File: src/rtl/icache_refill_ctrl.sv
// icache_refill_ctrl: freezes fetch on a tag miss, reads one cache line from memory, streams its beats into the icache and writes the tag.
module icache_refill_ctrl #(
  parameter int BEATS = 4,
  parameter int CNT_W = 16
) (
  input  logic             clk,
  input  logic             rst_n,
  input  logic             miss,
  input  logic [31:0]      pc,
  output logic             stall,
  output logic             mem_req,
  output logic [31:0]      mem_addr,
  input  logic             mem_ready,
  input  logic             mem_valid,
  input  logic [63:0]      mem_data,
  output logic             fill,
  output logic [4:0]       fill_idx,
  output logic [63:0]      stream,
  output logic             tag_write,
  output logic [4:0]       tag_idx,
  output logic [23:0]      tag_val,
  output logic             busy,
  output logic [CNT_W-1:0] refill_cnt
);
  localparam int BW = $clog2(BEATS);
  typedef enum logic [2:0] {IDLE, REQ, RECV, TAG, WAIT} state_t;
  state_t state, state_nx;
  logic [BW-1:0] beat;
  logic [31:0] line_pc;
  logic take;
  always_comb begin
    state_nx = state;
    take = state == RECV && mem_valid;
    unique case (state)
      IDLE: state_nx = miss ? REQ : IDLE;
      REQ:  state_nx = mem_ready ? RECV : REQ;
      RECV: state_nx = (take && beat == BW'(BEATS - 1)) ? TAG : RECV;
      TAG:  state_nx = WAIT;
      default: state_nx = IDLE;
    endcase
    busy = state != IDLE;
    stall = (state == IDLE && miss) || busy;
    mem_req = state == REQ;
    mem_addr = line_pc;
    tag_idx = line_pc[9:5];
    tag_val = line_pc[31:8];
  end
  // tag_write is delayed one cycle so it never collides with the final fill pulse
  always_ff @(posedge clk or negedge rst_n) begin
    if (!rst_n) begin
      state <= IDLE;
      beat <= '0;
      line_pc <= '0;
      refill_cnt <= '0;
      fill <= 1'b0;
      fill_idx <= '0;
      stream <= '0;
      tag_write <= 1'b0;
    end else begin
      state <= state_nx;
      fill <= take;
      tag_write <= state == TAG;
      if (state == IDLE && miss) begin
        line_pc <= pc & 32'hFFFF_FFE0;
        beat <= '0;
      end
      if (take) begin
        stream <= mem_data;
        fill_idx <= {line_pc[7:5], 2'(beat)};
        beat <= beat + 1'b1;
      end
      if (state == TAG && refill_cnt != '1) refill_cnt <= refill_cnt + 1'b1;
    end
  end
endmodule

File: config.mk
export PLATFORM = sky130hd
export DESIGN_NAME = icache_refill_ctrl
export DESIGN_NICKNAME = d
export VERILOG_FILES = /design/src/rtl/icache_refill_ctrl.sv
export SDC_FILE = /design/constraint.sdc
export NUM_CORES = 1
export LEC_CHECK = 0
export BUFFER_PORTS_ARGS = -buffer_cell sky130_fd_sc_hd__buf_2
export CELL_PAD_IN_SITES_DETAIL_PLACEMENT = 0
export CELL_PAD_IN_SITES_GLOBAL_PLACEMENT = 1
export CORE_MARGIN = 1
export CORE_UTILIZATION = 35
export CTS_CLUSTER_DIAMETER = 120
export DETAILED_ROUTE_END_ITERATION = 16
export GPL_ROUTABILITY_DRIVEN = 1
export GPL_TIMING_DRIVEN = 0
export PLACE_DENSITY = 0.76
export SLEW_MARGIN = 30
export SYNTH_ARGS = -nofsm -noshare
export SYNTH_HDL_FRONTEND = slang
export SYNTH_SLANG_ARGS = --single-unit
File: constraint.sdc
create_clock -name clk -period 2.1 [get_ports clk]
set_input_delay 0.105 -clock clk [delete_from_list [all_inputs] [get_ports clk]]
set_output_delay 0.105 -clock clk [all_outputs]
set_load 0.02 [all_outputs]
==> flow_metrics.tcl <==
set metrics [dict create \
    outcome "finished, final reports clean" \
    pwr-share-seq_pct 32.7 \
    synthCells 338 \
    syn_to_final_growth_pct 60.9 \
    clkPwrFrac_pct 23.3 \
    internal_power_w 0.00763 \
    cp.required_ns 2.39 \
    design.die.area_um2 14600 \
    hold_class "in2async" \
    drv_slew 0 \
    dp.cells 764 \
    slew_headroom_pct 62.7 \
    wl_per_cell_um 13.9 \
    core-area_um2 13800 \
    wl_mm 12.4 \
    final_nets 799 \
    grt_overflow 0 \
    p_per_area_nw_per_um2 1540 \
    clk_latency_ns 0.41 \
    crit_path_max_fanout 5 \
    vias 3996 \
    rsz0062_at_grt "no" \
    root_buffer "clkbuf_16" \
    endpoint_kind "flop" \
    worstSetupPathType "reg2reg" \
    max_freq_mhz 503 \
    synth-main-ff-cell "dfrtp_1" \
    combPwrFrac_pct 44.0 \
    yosys.area.top_type "dfrtp_1" \
    cts_tree "yes" \
    rrSetupSlack_ns 0.11 \
    hpwl_mm 8.32 \
    antenna_found_initial 0 \
    worstPathArrival_ns 2.28 \
    r2r_cells 5 \
    wl_met1_mm 4.74 \
    ys_top_cells_by_count "dfrtp_1, mux2_2, buf_4" \
    seq_area_frac_synth_pct 60.4 \
    cts.clk_slew.worst_paths_ns 0.05 \
    ant_nets 0 \
    cts_buffers 17 \
    timing.rr.end "refill_cnt[1]" \
    drt_pass1_iterations 4 \
    worst_pin_slew_ns 0.555 \
    highest_layer "met4" \
    drc_errors 0 \
    swShare_pct 37.4 \
    cap_violations 0 \
    fp-row-count 43 \
    synth_top_area_share_pct 60.4 \
    die_y_um 121 \
    htreeDepth 4 \
    grt_pass1_vias 4021 \
    synth_edf_count 0 \
    cts_resized 0 \
    wl_met3_um 788 \
    clockBufferDepth 2 \
    via_per_inst 4.49 \
    min_period_ns 1.99 \
    synth.distinct_cells 34 \
    switchingPower_w 0.00456 \
    start_util_pct 35.7 \
    synth.most_common_cell "dfrtp_1" \
    post-route-period-util_pct 94.7 \
    drive_above_1_share_pct 59.7 \
    holdBufCountCts 93 \
    grt_use_total_pct 17.4 \
    synth_area_leaders "dfrtp_1, mux2_2, buf_4" \
    final_hold_viol_count 0 \
    postCtsSetupRepairBufs 0 \
    p_leak_nw 3.95 \
    peakVddDrop_v 0.000927 \
    cts_sinks 119 \
    setup_viol 0 \
    synth-seq-cells 119 \
    io_buffers 241 \
    grt_pass1_wl_mm 19.5 \
    placed_area_um2 6410 \
    ioPinCount 252 \
    reg2reg_from "refill_cnt[0]" \
    die_x_um 121 \
    avgSynthCellArea_um2 14.6 \
    startpoint_type "flop" \
    wl_met2_mm 6.57 \
    fin_skew_ns 0.00537 \
    antenna_cells 0 \
    drtIter0Drc 104 \
    gp_congestion 0.737 \
    grt_start_max_net_pins 72 \
    async_flop_share_pct 100 \
    finalInstanceArea_um2 7930 \
    syn_area_um2 4930 \
    fin_cells 889 \
    ys_warn_count 0 \
]
kinds of logic after synthesis:
logic type	Yosys count	synth area share, %
xor gates and xnor gates	11	1.95
adders and majority gates	2	0.507
buffers and inverters	49	6.90
other	1	0.0760
DFF	119	60.4
muxes	100	22.8
and+or+nand+nor	48	6.29
AOI/OAI and AO/OA	8	1.04
power by group through the flow:
stage | Clock, W | Sequential [W] | Combinational (W)
global placement | 0 | 0.00395 | 0.00518
detailed placement | 0 | 0.00401 | 0.00526
finish | 0.00284 | 0.00398 | 0.00537
floorplan | 0 | 0.00519 | 0.00226
CTS | 0.00292 | 0.00400 | 0.00540
global route | 0.00302 | 0.00414 | 0.00571
how the worst max path moves through the flow:
stage	start	end	depth (start not counted)
after floorplan	refill_cnt[0]	refill_cnt[1]	5
after global placement	rst_n	mem_addr[20]	1
after detailed placement	refill_cnt[0]	refill_cnt[1]	5
after CTS	refill_cnt[0]	refill_cnt[1]	5
after global routing	refill_cnt[1]	refill_cnt[1]	5
final	refill_cnt[0]	refill_cnt[1]	5
final cells by class:
class	instances	area, um^2
fill	1121	5890
sequential	119	2980
timing repair buffer	335	2170
multi-input combinational	174	1630
clock buffer	24	492
buffer	45	325
tap	180	225
clock inverter	8	95.1
inverter	4	15.0
registers in the layout, summed over array words and instances, names as in the netlist:
signal	flops
fill	1
fill_idx	5
tag_write	1
refill_cnt	16
state	3
mem_addr	27
stream	64
beat	2
per-stage QoR:
step | TNS (ns) | worst slack [ns] | hold WS (ns) | utilization [%] | total power (W)
after floorplan | 0 | 0.165 | -0.191 | - | 0.00744
after global placement | -57.26 | -0.492 | 0.337 | 46.1 | 0.00912
after detailed placement | 0 | 0.131 | 0.104 | 46.4 | 0.00927
after CTS | 0 | 0.120 | 0.251 | 57.4 | 0.0123
after global routing | 0 | 0.0202 | 0.294 | 57.4 | 0.0129
final | 0 | 0.111 | 0.231 | 57.4 | 0.0122
layout by cell type (no fill, tap or decap), types with 5 or more instances in the layout:
cell and instances:
dfrtp_1 119, buf_4 40, xor2_1 5, nand2_1 9, mux2_2 99, xnor2_1 6, nor3_1 6, buf_2 245
dlygate4sd3_1 93, conb_1 5, clkbuf_16 17, nor4_1 5
worst max-delay path: stages, from the launching register on:
cell	delay, ns
dfrtp_1	0.40
ha_1	0.20
nand3_1	0.20
or4_4	0.61
nand2_1	0.13
mux2_1	0.33
per-layer routing:
metal  vias up  global-route usage [%]
met5         -                       0
met4         0                    8.80
met3        27                    5.42
met2       154                    30.7
met1      1951                    18.8
li1       1864                       -
Power figures use the tool's default switching activity.
